===== src/rtl/anu_pkg.sv =====
// Shared encodings for the data-memory bridge. The core's control decode reuses
// the access-size constants defined here.
package anu_pkg;

  localparam logic [1:0] SZ_BYTE = 2'b00;
  localparam logic [1:0] SZ_HALF = 2'b01;
  localparam logic [1:0] SZ_WORD = 2'b10;

  typedef enum logic [1:0] {
    ST_IDLE = 2'b00,
    ST_REQ  = 2'b01,
    ST_WAIT = 2'b10,
    ST_DONE = 2'b11
  } bridge_state_e;

  // The reserved encoding 2'b11 behaves as a word access.
  function automatic logic size_is_word(input logic [1:0] size);
    return size[1];
  endfunction

endpackage


===== src/rtl/anu_lane_align.sv =====
// Byte-lane steering between the core's right-justified data and the 32-bit bus.
// Purely combinational; the caller chooses which address offset to present.
module anu_lane_align
  import anu_pkg::*;
(
  input  logic [1:0]  size,
  input  logic [1:0]  addr_lo,
  input  logic [31:0] wdata,
  input  logic [31:0] rdata,
  output logic [3:0]  wstrb,
  output logic [31:0] wdata_rep,
  output logic [31:0] rdata_shift,
  output logic        misaligned
);

  always_comb begin
    wstrb      = 4'b1111;
    wdata_rep  = wdata;
    misaligned = 1'b0;
    if (size_is_word(size)) begin
      misaligned = |addr_lo;
    end else if (size == SZ_HALF) begin
      wstrb      = 4'b0011 << addr_lo;
      wdata_rep  = {2{wdata[15:0]}};
      misaligned = addr_lo[0];
    end else begin
      wstrb      = 4'b0001 << addr_lo;
      wdata_rep  = {4{wdata[7:0]}};
    end
  end

  // Upper lanes fill with zero; the core's extender picks the width it needs.
  assign rdata_shift = rdata >> {addr_lo, 3'b000};

endmodule


===== src/rtl/anu_dmem_bridge.sv =====
// Load/store bridge from the single-cycle core's data port to a valid/ready
// memory bus; stalls the core until the access completes, aborts, or faults.
module anu_dmem_bridge
  import anu_pkg::*;
#(
  parameter int unsigned TIMEOUT    = 255,
  parameter logic [31:0] RESET_ADDR = 32'h0000_0000
) (
  input  logic        clk,
  input  logic        rst,
  input  logic        req_ld,
  input  logic        req_st,
  input  logic [1:0]  req_size,
  input  logic [31:0] req_addr,
  input  logic [31:0] req_wdata,
  output logic [31:0] rdata,
  output logic        stall,
  output logic        err,
  output logic        bus_valid,
  input  logic        bus_ready,
  output logic        bus_we,
  output logic [31:0] bus_addr,
  output logic [31:0] bus_wdata,
  output logic [3:0]  bus_wstrb,
  input  logic        bus_rvalid,
  input  logic [31:0] bus_rdata
);

  bridge_state_e state;
  logic [31:0]   to_cnt;
  logic [1:0]    addr_lo;

  logic          req_any;
  logic          is_st;
  logic          done_now;
  logic          to_hit;
  logic [1:0]    al_addr;
  logic [3:0]    al_wstrb;
  logic [31:0]   al_wdata;
  logic [31:0]   al_rdata;
  logic          misaligned;

  assign req_any = req_ld | req_st;
  assign is_st   = req_st & ~req_ld;

  // Live request offset while idle; the latched offset once the access is in flight.
  assign al_addr = (state == ST_IDLE) ? req_addr[1:0] : addr_lo;

  anu_lane_align u_align (
    .size        (req_size),
    .addr_lo     (al_addr),
    .wdata       (req_wdata),
    .rdata       (bus_rdata),
    .wstrb       (al_wstrb),
    .wdata_rep   (al_wdata),
    .rdata_shift (al_rdata),
    .misaligned  (misaligned)
  );

  assign done_now = ((state == ST_REQ) && bus_ready && bus_rvalid) ||
                    ((state == ST_WAIT) && bus_rvalid);
  assign to_hit   = (TIMEOUT != 0) && (to_cnt >= 32'(TIMEOUT - 1));

  always_comb begin
    stall = 1'b0;
    if (!rst) begin
      case (state)
        ST_IDLE: stall = req_any & ~misaligned;
        ST_REQ:  stall = 1'b1;
        ST_WAIT: stall = 1'b1;
        default: stall = 1'b0;
      endcase
    end
  end

  always_ff @(posedge clk) begin
    if (rst) begin
      state     <= ST_IDLE;
      bus_valid <= 1'b0;
      bus_we    <= 1'b0;
      bus_addr  <= RESET_ADDR;
      bus_wdata <= '0;
      bus_wstrb <= '0;
      rdata     <= '0;
      err       <= 1'b0;
      to_cnt    <= '0;
      addr_lo   <= '0;
    end else begin
      err <= 1'b0;
      case (state)
        ST_IDLE: begin
          if (req_any && misaligned) begin
            err <= 1'b1;
          end else if (req_any) begin
            bus_valid <= 1'b1;
            bus_we    <= is_st;
            bus_addr  <= {req_addr[31:2], 2'b00};
            bus_wdata <= is_st ? al_wdata : 32'h0;
            bus_wstrb <= is_st ? al_wstrb : 4'b0000;
            addr_lo   <= req_addr[1:0];
            to_cnt    <= '0;
            state     <= ST_REQ;
          end
        end
        ST_REQ, ST_WAIT: begin
          // A response in the same cycle as the deadline still counts as success.
          if (done_now) begin
            bus_valid <= 1'b0;
            if (!bus_we) rdata <= al_rdata;
            state <= ST_DONE;
          end else if (to_hit) begin
            bus_valid <= 1'b0;
            err       <= 1'b1;
            state     <= ST_DONE;
          end else begin
            to_cnt <= to_cnt + 32'd1;
            if ((state == ST_REQ) && bus_ready) begin
              bus_valid <= 1'b0;
              state     <= ST_WAIT;
            end
          end
        end
        ST_DONE: begin
          // The core retires here; its request is still visible and must not relaunch.
          bus_we    <= 1'b0;
          bus_addr  <= RESET_ADDR;
          bus_wdata <= '0;
          bus_wstrb <= '0;
          state     <= ST_IDLE;
        end
        default: state <= ST_IDLE;
      endcase
    end
  end

endmodule

===== config.mk =====
export PLATFORM = sky130hd
export DESIGN_NAME = anu_dmem_bridge
export DESIGN_NICKNAME = d
export VERILOG_FILES = /design/src/rtl/anu_pkg.sv /design/src/rtl/anu_lane_align.sv /design/src/rtl/anu_dmem_bridge.sv
export SDC_FILE = /design/constraint.sdc
export NUM_CORES = 1
export LEC_CHECK = 0
export CORE_MARGIN = 5
export CORE_UTILIZATION = 45
export DETAILED_ROUTE_END_ITERATION = 16
export HOLD_SLACK_MARGIN = 0.1
export PLACE_DENSITY = 0.85
export SYNTH_ARGS = -nofsm -noshare
export SYNTH_HDL_FRONTEND = slang
export SYNTH_SLANG_ARGS = --single-unit

===== constraint.sdc =====
create_clock -name clk -period 2.85 [get_ports clk]
set_clock_uncertainty 0.1 [all_clocks]
set_input_delay 0.4275 -clock clk [delete_from_list [all_inputs] [get_ports clk]]
set_output_delay 0.4275 -clock clk [all_outputs]
set_load 0.02 [all_outputs]

==> reports/results.tsv, run 1 <==
metric	value	unit
outcome	completed	
CP max FO	4	
Final period util	89.7	%
TritonCTS buffer count	17	
average size of a mapped cell	8.93	um^2
CTS tree	built	
full die area	15500	um^2
Async S/R FF share, synth	0	%
die width	124	um
placer congestion estimate	0.870	
# nets final	972	
critical path arrival	2.03	ns
final setup vio count	0	
vias in the first global route	5707	
Clk pwr share	32.1	%
crit path kind	flop to output port	
Wirelength per Cell	17.7	um
core area	12700	um^2
internal power	0.00479	W
switching part of the total	34.1	%
Sequential Power Share	31.5	%
Post-Synthesis Cells	660	
Worst-Margin Slew	0.719	ns
sequential cell area	2740	um^2
via-per-instance ratio	5.44	
global-route wire length before repair	29500	um
Via Count	5691	
Hold Vio Cnt, Final	0	
worst ir drop on vdd	0.487	mV
Yosys cell types	55	
Total GRT Usage	23.4	%
floorplan die height	124	um
ant diodes	0	
Multi-input gate area	2910	um^2
Logic pwr share	36.4	%
Psw	0.00248	W
Area Overhead vs Synth	48.8	%
CP Capture Type	output port	
Max-Cap Viols	0	
final wirelength	18500	um
DRT iter0 DRCs	332	
area leader, netlist	dfxtp_1	
power per cell area	829	nW/um^2
most frequent cells in the layout	clkdlybuf4s50_1, dfxtp_1, nor2_1, nand2_1, a21oi_1	
I/O Buffers	205	
TritonRoute pass-1 iters	4	
sequential area share after synthesis	46.6	%
Post-synth EDFFs	0	
Yosys top cell area share	46.6	%
Reg clk slew, reported paths	0.06	ns
layout cell share with drive strength beyond 1	9.95	%
Post-Route Setup TNS	0	ns
DPL Wire Length	13200	um
Primary FF master, synth	dfxtp_1	
Placed Cells	1015	
synth warn	0	
Remaining DRCs	0	
Starting Density	46.3	%
Setup crit start kind	flop	
Synth area leaders	dfxtp_1, nor2_1, nand2_1, a22o_1, a22oi_1	
Post-CTS Repair Setup Buffers	0	
RSZ-0062 raised after global routing	false	
CTS H-tree lvls	4	
total gr overflow	0	
Setup WS pre-CTS	0.0752	ns
CP required	2.32	ns
Seq cells post-synth	137	
Final Worst Setup Slack	0.292	ns
leading cell type in the layout, fill and taps excluded	clkdlybuf4s50_1	
antenna-violating nets left	0	
CTS root buf	clkbuf_16	
I/O pin total	208	
filler cell count	1044	
total power	0.00726	W
min Tclk post-route	2.56	ns
standard-cell rows	41	
relative slew slack	51.9	%
Hold WS	0.352	ns
Lkg Pwr	3.32	nW
Clock Latency Late Sink	0.41	ns
Fmax	0.391	GHz
initial antenna violation count	0	
Clock Sinks	137	
HP Class	flop to flop	
largest net degree at the start of global routing	44	
non-filler cells, final	1046	
cell area after synthesis	5890	um^2
final number of max-transition violations	0	
maximum clock path buffer count	2	
[critical path, stage by stage, from the launching register on]
cell,delay [ns]
dfxtp_1,0.36
inv_1,0.09
ha_1,0.25
o21a_1,0.18
nor2_1,0.16
o221ai_2,0.14
a211oi_1,0.24
clkbuf_2,0.21
[routing by layer]
metal	global-route usage, %	vias to the layer above	wire (um)
li1	-	2757	-
met5	0	-	0
met1	26.9	2686	7570
met2	38.5	221	8760
met4	9.86	0	378
met3	9.61	27	1750
[power by group through the flow]
stage	clock (W)	sequential [W]	combinational (W)
CTS	0.00236	0.00229	0.00265
detailed placement	0	0.00232	0.00265
global route	0.00247	0.00231	0.00286
global placement	0	0.00231	0.00262
finish	0.00233	0.00229	0.00265
floorplan	0	0.00254	0.00142
[logic make-up (layout without fill, tap and decap cells)]
family / after synthesis / count (layout) / synth area share, %
adder cells (fa/ha/maj): 6 / 6 / 1.27
other: 1 / 2 / 0.0637
XOR/XNOR: 5 / 5 / 0.743
buffers and inverters: 55 / 268 / 4.35
AO/OA/AOI/OAI: 153 / 153 / 18.5
flip-flops: 137 / 137 / 46.6
AND/OR/NAND/NOR: 262 / 262 / 21.1
multiplexers: 41 / 41 / 7.41
[state kept, by name, summed over array words and instances, names as in the netlist]
signal and cells:
addr_lo 2, bus_addr 30, state 2, bus_wstrb 4, rdata 32, bus_wdata 32, bus_we 1, err 1
to_cnt 32, bus_valid 1
[area by class of cell]
cell class | count | share of cell area, %
Multi-Input combinational cell | 469 | 33.2
Sequential cell | 137 | 31.3
Timing Repair Buffer | 231 | 25.7
Clock buffer | 23 | 5.45
Tap cell | 172 | 2.46
Clock inverter | 8 | 1.63
Inverter | 6 | 0.257
[cell usage after synthesis (all sizes together) (9+ instances only)]
library cell	number
a211oi	11
clkbuf	28
a22oi	31
a22o	30
nor2	83
nor3	21
nand2	79
and2	18
nand3	28
buf	21
mux2	18
dfxtp	137
mux2i	23
nor4	9
o21ai	12
a21oi	46
[per-stage QoR]
stage / util [%] / instance area (um^2)
after floorplan: - / 5890
after global placement: 64.0 / 8150
after detailed placement: 64.0 / 8150
after CTS: 68.9 / 8770
after global routing: 68.9 / 8760
final: 68.9 / 8760
[final timing paths]
kind,slack (ns),end,from,cells past startpoint
worst max-delay path,0.29,stall,state[0],7
worst min register to register,0.35,rdata[28],rdata[28],2
worst min-delay path,0.35,rdata[28],rdata[28],2
worst max register to register,0.42,to_cnt[7],state[0],9
[timing repair]
action / in CTS / in global routing
gates resized for setup: 1 / 3
hold buffers: 0 / 0
setup endpoints to repair: 1 / 1
(Power assumes the default switching activity.)
==> run 2, diff against run 1 <==
--- a/config.mk
+++ b/config.mk
@@ -5,8 +5,10 @@
 export SDC_FILE = /design/constraint.sdc
 export NUM_CORES = 1
 export LEC_CHECK = 0
+export CELL_PAD_IN_SITES_DETAIL_PLACEMENT = 0
+export CELL_PAD_IN_SITES_GLOBAL_PLACEMENT = 1
 export CORE_MARGIN = 5
-export CORE_UTILIZATION = 45
+export CORE_UTILIZATION = 33
 export DETAILED_ROUTE_END_ITERATION = 16
 export HOLD_SLACK_MARGIN = 0.1
 export PLACE_DENSITY = 0.85
==> run 2 against run 1 <==
Against the previous run: sequential share of layout area down 0.29 points; clock power about the same; non-clock buffer count up 1; critical path depth up 3; maximum frequency down 1.5%; register-to-register slack worse by 0.17 ns; power up 0.12%; sequential power about the same; routed wire length up 2.6%; global-route usage down 5.3 points; critical endpoint is now to_cnt[20].
==> reports/results.tsv, run 2 (synthesis results as in run 1) <==
metric	value	unit	change
outcome	completed		
cts hold-fix bufs	0		unchanged
Lkg Pwr	3.33	nW	+0.22%
maximum clock path buffer count	2		unchanged
I/O Buffers	205		unchanged
most frequent CP cell	buf_4		
Worst-Margin Slew	0.748	ns	+0.0285 ns
Reg2Reg Depth	10		+1
min Tclk post-route	2.60	ns	+0.0402 ns
Clock Sinks	137		unchanged
most frequent cells in the layout	clkdlybuf4s50_1, dfxtp_1, nor2_1, nand2_1, a21oi_1		
final number of max-transition violations	0		unchanged
core area	17400	um^2	+37%
antenna-violating nets left	0		unchanged
relative slew slack	50.0	%	-1.9 points
CTS H-tree lvls	4		unchanged
Placed Cells	1069		+5.3%
Hold WS	0.349	ns	-0.00360 ns
TritonRoute pass-1 iters	4		unchanged
CP required	3.10	ns	+0.78 ns
CTS root buf	clkbuf_16		
I/O pin total	208		unchanged
Remaining DRCs	0		unchanged
final setup vio count	0		unchanged
non-filler cells, final	1101		+5.3%
Reg clk slew, reported paths	0.06	ns	about the same
CP Capture Type	flop		
Via Count	5500		-3.4%
CP max FO	11		+7
Post-Route Setup TNS	0	ns	unchanged
floorplan die height	144	um	+15%
total gr overflow	0		unchanged
die width	144	um	+15%
CP max stage delay	0.40	ns	+0.04 ns
Area Overhead vs Synth	50.1	%	
Hold Vio Cnt, Final	0		unchanged
Setup crit start kind	flop		
Fmax	0.385	GHz	-1.5%
RSZ-0062 raised after global routing	false		
Clock Latency Late Sink	0.42	ns	about the same
DPL Wire Length	13600	um	+3.0%
CTS tree	built		
vias in the first global route	5614		-1.6%
power per cell area	822	nW/um^2	-0.80%
post-layout util	50.8	%	-18 points
layout cell share with drive strength beyond 1	10.6	%	+0.66 points
# nets final	973		+0.10%
worst ir drop on vdd	0.466	mV	-4.4%
via-per-instance ratio	5.00		-8.2%
Starting Density	33.8	%	-12 points
critical path arrival	2.85	ns	+0.82 ns
Critical-path top delay cell	a2111oi_4		
leading cell type in the layout, fill and taps excluded	clkdlybuf4s50_1		
critical-path cell list	inv_1, ha_1, buf_4, mux2_4, a2111oi_4, a21oi_4, nor3_4, buf_4, a41oi_1, nor2_1		
DRT iter0 DRCs	278		-16%
crit path kind	flop to flop		
full die area	20600	um^2	+33%
TritonCTS buffer count	17		unchanged
largest net degree at the start of global routing	47		+6.8%
biggest registers after layout	bus_wdata (32), rdata (32), to_cnt (32)		
final wirelength	19000	um	+2.6%
Max-Cap Viols	0		unchanged
ant diodes	0		unchanged
Total GRT Usage	18.1	%	-5.3 points
placer congestion estimate	0.782		-10%
HP Class	flop to flop		
global-route wire length before repair	29700	um	+0.47%
Wirelength per Cell	17.2	um	-2.5%
Final period util	91.2	%	+1.4 points
standard-cell rows	48		+17%
initial antenna violation count	0		unchanged
hold depth	2		unchanged
run 2: cell count changes in the layout (fill, tap and decap cells not counted):
cell       change
inv_6          +4
clkbuf_1       -3
clkinv_4       +3
clkbuf_8       -2
clkinv_2       -2
inv_8          +2
buf_4          +1
bufinv_16      -1
nor2_1         -1
nor2_2         +1
run 2: repair_timing:
action,4_1_cts,5_1_grt
setup endpoints to repair,1,1
gates resized for setup,1,3
buffers inserted,0,0
run 2: stage by stage:
stage	setup slack [ns]	power, W	instance area [um^2]
after floorplan	0.385	0.00396	5890
after global placement	-0.0126	0.00498	8220
after detailed placement	-0.00133	0.00500	8220
after CTS	0.0536	0.00735	8850
after global routing	0.0126	0.00768	8840
final	0.252	0.00727	8840
run 2: final cells by class:
| type | instances | area (um^2) |
|---|---|---|
| flip-flops and latches | 137 | 2740 |
| repair buffers | 232 | 2260 |
| clock inverters | 14 | 186 |
| multi-input cells | 469 | 2920 |
| inverters | 6 | 22.5 |
| well taps | 225 | 282 |
| clock buffers | 18 | 439 |
| fillers | 1617 | 8570 |
run 2: report_power, final:
part           switching, W  internal (W)
sequential         0.000139       0.00214
clock              0.000909       0.00143
combinational       0.00154       0.00112
run 2: routing by layer:
layer  GRT usage [%]  vias up  wire [um]
li1                -     2753          -
met1            22.3     2556       8170
met2            29.1      175       8630
met3            8.42       16       1950
met4            4.06        0        194
met5               0        -          0
run 2: worst max-delay path: cells and delay by family, from the launching register on:
kind	cells	cell delay, ns
muxes	1	0.32
adders and majority gates	1	0.23
buffers and inverters	3	0.49
AOI/OAI and AO/OA	3	0.65
DFF	1	0.36
and+or+nand+nor	2	0.38
run 2: worst paths after layout:
path | slack (ns) | endpoint | from
max | 0.25 | to_cnt[20] | state[0]
min reg2reg | 0.35 | bus_wdata[31] | bus_wdata[31]
min | 0.35 | bus_wdata[31] | bus_wdata[31]
max reg2reg | 0.25 | to_cnt[20] | state[0]
==> run 3, diff against run 2 <==
--- a/config.mk
+++ b/config.mk
@@ -8,10 +8,10 @@
 export CELL_PAD_IN_SITES_DETAIL_PLACEMENT = 0
 export CELL_PAD_IN_SITES_GLOBAL_PLACEMENT = 1
 export CORE_MARGIN = 5
-export CORE_UTILIZATION = 33
+export CORE_UTILIZATION = 30
 export DETAILED_ROUTE_END_ITERATION = 16
 export HOLD_SLACK_MARGIN = 0.1
-export PLACE_DENSITY = 0.85
+export PLACE_DENSITY = 0.82
 export SYNTH_ARGS = -nofsm -noshare
 export SYNTH_HDL_FRONTEND = slang
 export SYNTH_SLANG_ARGS = --single-unit
==> constraint.sdc (replaced) <==
create_clock -name clk -period 2.2 [get_ports clk]
set_clock_uncertainty 0.1 [all_clocks]
set_input_delay 0.33 -clock clk [delete_from_list [all_inputs] [get_ports clk]]
set_output_delay 0.33 -clock clk [all_outputs]
set_load 0.02 [all_outputs]
==> run 3 against run 2 <==
Against the previous run: the run now ends with setup timing left; cell area rose by 5.9%; critical path depth fell by 3; combinational power rose by 55%; routed wire length rose by 1.6%; global-route usage fell by 1.6 points; sequential power rose by 29%; clock power rose by 27%; cell count rose by 6.5%; sequential cell count did not move; critical path type is now flop to output port.
==> reports/results.tsv, run 3 (synthesis results as in run 1) <==
metric	value	unit	change
crit path kind	flop to output port		
I/O Buffers	205		unchanged
I/O pin total	208		unchanged
CP max FO	3		-8
HP Class	flop to flop		
Area Overhead vs Synth	58.9	%	
total power	0.0100	W	+38%
critical path arrival	1.93	ns	-0.92 ns
TritonCTS buffer count	17		unchanged
Lkg Pwr	3.55	nW	+6.7%
leading cell type in the layout, fill and taps excluded	clkdlybuf4s50_1		
final number of max-transition violations	0		unchanged
Max-Cap Viols	0		unchanged
CTS tree	built		
standard-cell rows	51		+6.3%
floorplan die height	150	um	+4.5%
core area	19400	um^2	+11%
Final period util	107	%	
Final Worst Setup Slack	-0.155	ns	-0.407 ns
most frequent cells in the layout	clkdlybuf4s50_1, dfxtp_1, nand2_1, nor2_1, buf_4		
Reg clk slew, reported paths	0.06	ns	about the same
CP Capture Type	output port		
CTS H-tree lvls	4		unchanged
M3 GR Usage	6.86	%	-1.6 points
ant diodes	0		unchanged
final setup vio count	12		+12
switching part of the total	35.6	%	+0.056 points
Wirelength per Cell	16.4	um	-4.6%
Remaining DRCs	0		unchanged
final wirelength	19300	um	+1.6%
largest net degree at the start of global routing	49		+4.3%
worst ir drop on vdd	0.771	mV	+66%
Psw	0.00356	W	+38%
TritonRoute pass-1 iters	5		+1
antenna-violating nets left	0		unchanged
Setup crit start kind	flop		
failing checks	setup timing		
relative slew slack	57.9	%	+8.0 points
hold depth	2		unchanged
min Tclk post-route	2.36	ns	
met1 usage	20.8	%	-1.4 points
global-route wire length before repair	29500	um	-0.42%
CTS root buf	clkbuf_16		
via-per-instance ratio	4.84		-3.1%
RSZ-0062 raised after global routing	true		
full die area	22500	um^2	+9.3%
Reg2Reg Depth	10		unchanged
Total GRT Usage	16.6	%	-1.6 points
Sequential Power Share	29.4	%	-2.0 points
Most Crowded Layer GR	met2		
Starting Density	30.4	%	-3.5 points
Clock Sinks	137		unchanged
initial antenna violation count	0		unchanged
die width	150	um	+4.5%
biggest registers after layout	bus_wdata (32), rdata (32), to_cnt (32)		
# nets final	1005		+3.3%
cts hold-fix bufs	0		unchanged
internal power	0.00644	W	+37%
layout cell share with drive strength beyond 1	15.9	%	+5.2 points
outcome	finished, violations left		
power per cell area	1070	nW/um^2	+30%
DRT iter0 DRCs	252		-9.4%
Post-Route Setup TNS	-0.545	ns	-0.545 ns
Via Count	5680		+3.3%
vias in the first global route	5628		+0.25%
maximum clock path buffer count	2		unchanged
Clk pwr share	29.5	%	-2.6 points
met2 Usage GRT	26.0	%	-3.1 points
total gr overflow	0		unchanged
Clock Latency Late Sink	0.42	ns	about the same
Worst-Margin Slew	0.631	ns	-0.117 ns
Setup WS pre-CTS	-0.553	ns	-0.552 ns
DPL Wire Length	13700	um	+1.2%
Fmax	0.425	GHz	
Logic pwr share	41.2	%	+4.7 points
flop2flop setup slack	-0.11	ns	-0.36 ns
CP required	1.77	ns	-1.33 ns
placer congestion estimate	0.791		+1.1%
Hold Vio Cnt, Final	0		unchanged
## run 3: cell count changes in the layout (fill, tap and decap cells not counted), sizes merged
cell    previous run  this run
bufinv             3         2
buf               28        58
clkbuf            19        20
clkinv             4         3
inv               12        15
## run 3: cell type report
class / count / area, um^2
clock buffer: 17 / 425
clock inverter: 15 / 181
fill: 1875 / 10000
inverter: 6 / 22.5
multi-input combinational: 469 / 3020
sequential: 137 / 2750
tap: 265 / 332
timing repair buffer: 264 / 2640
## run 3: power by group through the flow
stage                     logic (W)  registers [W]  clock network (W)
after floorplan             0.00188        0.00330                  0
after global placement      0.00376        0.00298                  0
after detailed placement    0.00377        0.00299                  0
after CTS                   0.00383        0.00294            0.00303
after global routing        0.00445        0.00298            0.00314
final                       0.00412        0.00294            0.00295
## run 3: path summary, 6_finish.rpt
check                                    from             to
worst max-delay path                 state[1]          stall
worst min-delay path            bus_wdata[14]  bus_wdata[14]
worst max register to register       state[1]      to_cnt[4]
worst min register to register  bus_wdata[14]  bus_wdata[14]
## run 3: metrics by stage
step                      util (%)  cells  hold slack, ns  area, um^2
after floorplan                  -    661           0.331        5920
after global placement        43.9   1133           0.337        8520
after detailed placement      43.9   1133           0.347        8520
after CTS                     47.3   1166           0.354        9170
after global routing          48.3   1173           0.369        9360
final                         48.3   1173           0.351        9360
## run 3: metal layers
metal  share of wire (%)  wire length (um)
met2                  45              8750
met1                  43              8360
met3                 9.8              1890
met5                   0                 0
met4                 1.3               250
## run 3: worst max-delay path, cell delays in order, from the launching register on
cell      delay (ns)
dfxtp_2         0.33
inv_2           0.05
ha_4            0.16
o21a_1          0.17
nor2_2          0.14
o221ai_2        0.12
a211oi_2        0.33
buf_4           0.21
## run 3: what timing repair did
| action | in CTS | in global routing |
|---|---|---|
| setup buffers | 1 | 5 |
| pin swaps | 3 | 14 |
| endpoints found under the hold margin | 0 | 0 |
| resized for setup | 13 | 21 |
| endpoints found under the setup margin | 30 | 104 |
| cloned | 0 | 3 |
